## config.mk

```make
export PLATFORM = sky130hd
export DESIGN_NAME = lu_vector_sequencer
export DESIGN_NICKNAME = d
export VERILOG_FILES = /design/src/rtl/lu_vector_sequencer.sv
export SDC_FILE = /design/constraint.sdc
export NUM_CORES = 1
export LEC_CHECK = 0
export CAP_MARGIN = 20
export CORE_MARGIN = 3
export CORE_UTILIZATION = 54
export CTS_CLUSTER_DIAMETER = 30
export DETAILED_ROUTE_END_ITERATION = 10
export PLACE_DENSITY = 0.87
export SETUP_SLACK_MARGIN = 0.2
export SLEW_MARGIN = 25
export SYNTH_ARGS = -nofsm -noshare
export SYNTH_HDL_FRONTEND = slang
export SYNTH_SLANG_ARGS = --single-unit
```

## constraint.sdc

```tcl
create_clock -name clk -period 4.79 [get_ports clk]
set_clock_uncertainty 0.05 [all_clocks]
set_input_delay 1.437 -clock clk [delete_from_list [all_inputs] [get_ports clk]]
set_output_delay 1.437 -clock clk [all_outputs]
set_load 0.01 [all_outputs]
```

## src/rtl/lu_vector_sequencer.sv

```systemverilog
`default_nettype none
// ============================================================================
// Module   : lu_vector_sequencer
// Brief    : Applies all eight (a,b,sel) vectors to an AND/NAND logic unit,
//            checks the returned results and reports a pass/fail summary.
// Revision : 1.0 - initial release
// ============================================================================
module lu_vector_sequencer #(
    parameter int unsigned SETTLE_CYC = 1
) (
    input  logic       clk,
    input  logic       reset,
    input  logic       start,
    output logic       a,
    output logic       b,
    output logic       sel,
    input  logic       lu_out,
    input  logic       lu_and,
    input  logic       lu_nand,
    output logic       busy,
    output logic       done,
    output logic       pass,
    output logic [3:0] err_count,
    output logic [2:0] vec_idx
);

    typedef enum logic [1:0] {
        ST_IDLE   = 2'd0,
        ST_SETTLE = 2'd1,
        ST_SAMPLE = 2'd2,
        ST_DONE   = 2'd3
    } state_t;

    localparam logic [3:0] SETTLE_LOAD = 4'(SETTLE_CYC);
    localparam logic [2:0] LAST_VEC    = 3'd7;

    state_t     state;
    state_t     state_nxt;
    logic [3:0] settle_cnt;
    logic [3:0] settle_cnt_nxt;
    logic [2:0] vec_idx_nxt;
    logic [3:0] err_count_nxt;
    logic       pass_nxt;

    logic       exp_and;
    logic       exp_nand;
    logic       exp_out;
    logic       mismatch;

    always_ff @(posedge clk) begin
        if (reset) begin
            state      <= ST_IDLE;
            settle_cnt <= 4'd0;
            vec_idx    <= 3'd0;
            err_count  <= 4'd0;
            pass       <= 1'b0;
        end else begin
            state      <= state_nxt;
            settle_cnt <= settle_cnt_nxt;
            vec_idx    <= vec_idx_nxt;
            err_count  <= err_count_nxt;
            pass       <= pass_nxt;
        end
    end

    always_comb begin
        state_nxt      = state;
        settle_cnt_nxt = settle_cnt;
        vec_idx_nxt    = vec_idx;
        err_count_nxt  = err_count;
        pass_nxt       = pass;
        a              = 1'b0;
        b              = 1'b0;
        sel            = 1'b0;
        busy           = 1'b0;
        done           = 1'b0;

        // Expected results come from vec_idx so lu_* only ever feed registers.
        exp_and  = vec_idx[2] & vec_idx[1];
        exp_nand = ~exp_and;
        exp_out  = vec_idx[0] ? exp_and : exp_nand;
        mismatch = (lu_out != exp_out) | (lu_and != exp_and) | (lu_nand != exp_nand);

        case (state)
            ST_IDLE: begin
                if (start) begin
                    state_nxt      = ST_SETTLE;
                    settle_cnt_nxt = SETTLE_LOAD;
                    vec_idx_nxt    = 3'd0;
                    err_count_nxt  = 4'd0;
                    pass_nxt       = 1'b0;
                end
            end

            ST_SETTLE: begin
                a    = vec_idx[2];
                b    = vec_idx[1];
                sel  = vec_idx[0];
                busy = 1'b1;
                if (settle_cnt <= 4'd1) begin
                    state_nxt      = ST_SAMPLE;
                    settle_cnt_nxt = 4'd0;
                end else begin
                    settle_cnt_nxt = settle_cnt - 4'd1;
                end
            end

            ST_SAMPLE: begin
                a    = vec_idx[2];
                b    = vec_idx[1];
                sel  = vec_idx[0];
                busy = 1'b1;
                if (mismatch) begin
                    err_count_nxt = err_count + 4'd1;
                end
                // Pass is settled on the DONE-entering edge so it is valid alongside done.
                if (vec_idx == LAST_VEC) begin
                    state_nxt = ST_DONE;
                    pass_nxt  = (err_count_nxt == 4'd0);
                end else begin
                    state_nxt      = ST_SETTLE;
                    vec_idx_nxt    = vec_idx + 3'd1;
                    settle_cnt_nxt = SETTLE_LOAD;
                end
            end

            ST_DONE: begin
                done      = 1'b1;
                state_nxt = ST_IDLE;
            end

            default: begin
                state_nxt = ST_IDLE;
            end
        endcase
    end

endmodule
`default_nettype wire

```

==> impl_metrics.csv <==
group,metric,value,unit
synthesis,synthTopCellsByArea,"dfxtp_1 (29%), ha_1 (12%), nand2_1 (5.8%), o21ai_0 (5.6%), nor2_1 (5.0%)",
synthesis,yosysWarnings,0,
worst_setup_path,arrival,1780,ps
die,io_pins,19,
timing,rsz0062_at_grt,"no",
worst_setup_path,cp-start-kind,"flip-flop",
power,power_switching_share,0.407,
worst_setup_path,path_buf_inv,2,
timing,timing.final.crit_period,3260,ps
power,peakVddDrop,0.288,mV
power,p_comb_frac,0.458,
die,dieArea,2360,um2
timing,max-slew-margin-rel,0.465,
power,p_int,0.000260,W
drt,drc,0,
worst_setup_path,end_kind,"output port",
worst_setup_path,crit_family,"buffers and inverters",
timing,fmax,306,MHz
power,seq_power_share,0.349,
synthesis,synth_nets,139,
timing,slew_violations,0,
worst_setup_path,max_stage_delay,480,ps
placement,port_buffers,18,
drt,final_antenna_net_count,0,
synthesis,synth_area,977,um2
global_routing,grt_pass1_vias,936,
timing,worst_pin_slew,796,ps
synthesis,ys_seq_area_frac,0.287,
drt,wl_per_cell,13.8,um
worst_setup_path,crit_type,"flip-flop to output port",
cts,clk_pin_slew,80,ps
layout,final_common_cell,"clkdlybuf4s50_1",
placement,place_congestion,0.847,
synthesis,syn-mean-instance-area,7.88,um2
global_routing,antenna_found_initial,0,
worst_setup_path,path_cells,"inv_1 > ha_1 > and2_2 > clkdlybuf4s50_1",
global_routing,gr-total-overflow,0,
worst_setup_path,path_max_fanout,4,
cts,cts_buffers,3,
drt,drt-total-wl,2300,um
run,max_cap_viol_count,0,
drt,drtPass1Iterations,4,
cts,cts_tree,"yes",
placement,hpwl,1700,um
power,p_leak,0.465,nW
die,dieWidth,48.5,um
worst_setup_path,worstPathRequired,3300,ps
layout,nets,159,
synthesis,ys_types,36,
power,p_per_area,362,nW/um2
cts,cts_root_buf,"clkbuf_4",
timing,setup_viol_count_final,0,
layout,final_cell_mix,"clkdlybuf4s50_1 (18), nand2_1 (15), dfxtp_1 (14), nor2_1 (13), o21ai_0 (11)",
layout,drive_gt1_frac,0.0769,
layout,diodes,0,
cts,cts_resized,0,
cts,clkLatencyLatePin,280,ps
timing,period_share,0.682,
synthesis,synth_largest_area_cell,"dfxtp_1",
cts,numClockSinks,14,
layout,area_growth,24.1,%
synthesis,yosysTopAreaCellShare,0.287,
global_routing,grt_pass1_wl,3890,um
drt,vias,1005,
die,initial_utilization,0.606,
worst_setup_path,crit_slowest_cell,"clkdlybuf4s50_1",
die,num_rows,14,
cts,h-tree-depth,1,
run_status,status,"completed",
drt,drtIter0Drc,35,
min_path,holdCritPathClass,"flip-flop to flip-flop",
synthesis,ys_ff_latch,14,
global_routing,grt_max_degree,17,
drt,vias_per_cell,6.02,
timing,hold_viol_final,0,
power,p_clk_frac,0.193,
die,core-area,1610,um2
cts,ctsHoldBuffers,0,
cts,postCtsSetupBuffers,0,
global_routing,grt_usage,0.203,
power,finalPower,0.000439,W
die,fp.dieH,48.5,um
cts,clockBufferDepth,2,
power,p_switching,0.000179,W
synthesis,netlist_instances,124,
timing,setup-tns-final,0,ps
[cell families after synthesis]
| kind of cell | after synthesis | share of synthesized area |
|---|---|---|
| compound gates | 30 | 0.197 |
| xor+xnor | 1 | 0.00896 |
| mux | 2 | 0.0205 |
| buf+inv | 8 | 0.0307 |
| fa+ha+maj | 9 | 0.115 |
| simple gates | 60 | 0.341 |
| flops | 14 | 0.287 |
[area by class of cell]
type	count	area, um2
timing repair buffer	18	180
tap	24	30.0
multi-input combinational	102	667
fill	133	399
inverter	5	18.8
sequential	14	280
clock buffer	4	36.3
[sequential cells by signal, summed over array words and instances (netlist names)]
signal and cells:
err_count 4, pass 1, vec_idx 3, state 2, settle_cnt 4
[synth_stat cells]
| master | instances |
|---|---|
| a211oi_2 | 1 |
| a21boi_0 | 2 |
| a21oi_1 | 7 |
| a221oi_1 | 1 |
| a22oi_1 | 4 |
| and2_1 | 3 |
| and2_2 | 1 |
| and3_1 | 1 |
| and4b_1 | 1 |
| clkbuf_1 | 3 |
| dfxtp_1 | 14 |
| ha_1 | 9 |
| inv_1 | 5 |
| mux2i_1 | 2 |
| nand2_1 | 15 |
| nand2b_1 | 2 |
| nand3_1 | 2 |
| nand3_2 | 1 |
| nand3b_1 | 3 |
| nand4_1 | 1 |
| nand4b_1 | 2 |
| nor2_1 | 13 |
| nor2b_1 | 1 |
| nor3_1 | 7 |
| nor4_1 | 2 |
| nor4b_1 | 1 |
| nor4b_2 | 1 |
| o211ai_1 | 1 |
| o21ai_0 | 11 |
| o21ai_1 | 1 |
| o31ai_1 | 1 |
| o41ai_2 | 1 |
| or3_1 | 1 |
| or3b_2 | 1 |
| or4b_4 | 1 |
| xor2_1 | 1 |
[worst paths after layout]
check / endpoint / cells past startpoint / slack (ps) / startpoint
max: sel / 4 / 1530 / state[0]
min: settle_cnt[2] / 2 / 480 / settle_cnt[2]
max reg2reg: pass / 6 / 2680 / state[0]
min reg2reg: settle_cnt[2] / 2 / 480 / settle_cnt[2]
[power groups by stage]
stage | Combinational [W] | Clock (W) | Sequential [W]
floorplan | 0.000140 | 0 | 0.000152
global placement | 0.000189 | 0 | 0.000155
detailed placement | 0.000198 | 0 | 0.000156
CTS | 0.000199 | 0.0000864 | 0.000153
global route | 0.000224 | 0.0000946 | 0.000156
finish | 0.000201 | 0.0000848 | 0.000153
[worst reg2reg max path, stage by stage (launching register included)]
cell	delay (ps)
dfxtp_1	400
inv_1	100
ha_1	330
o21ai_1	530
a21oi_1	90
or3b_2	480
o41ai_2	60
[routing by layer]
| metal | vias up | wire length (um) | global-route usage |
|---|---|---|---|
| met3 | 2 | 170 | 0.0276 |
| met1 | 471 | 1060 | 0.264 |
| met5 | - | 0 | 0 |
| li1 | 489 | - | - |
| met4 | 0 | 12 | 0.109 |
| met2 | 43 | 1050 | 0.323 |
[stage by stage]
stage	setup WS [ps]	hold slack [ps]	area, um2	util	instances
2_1_floorplan	2030	428	977	-	124
3_3_place_gp	1580	453	1180	0.730	163
3_5_place_dp	1490	466	1180	0.730	163
4_1_cts	1520	477	1210	0.752	167
5_1_grt	1420	505	1210	0.752	167
6_report	1530	481	1210	0.752	167
Note: power is estimated with default switching activity, not from simulation.
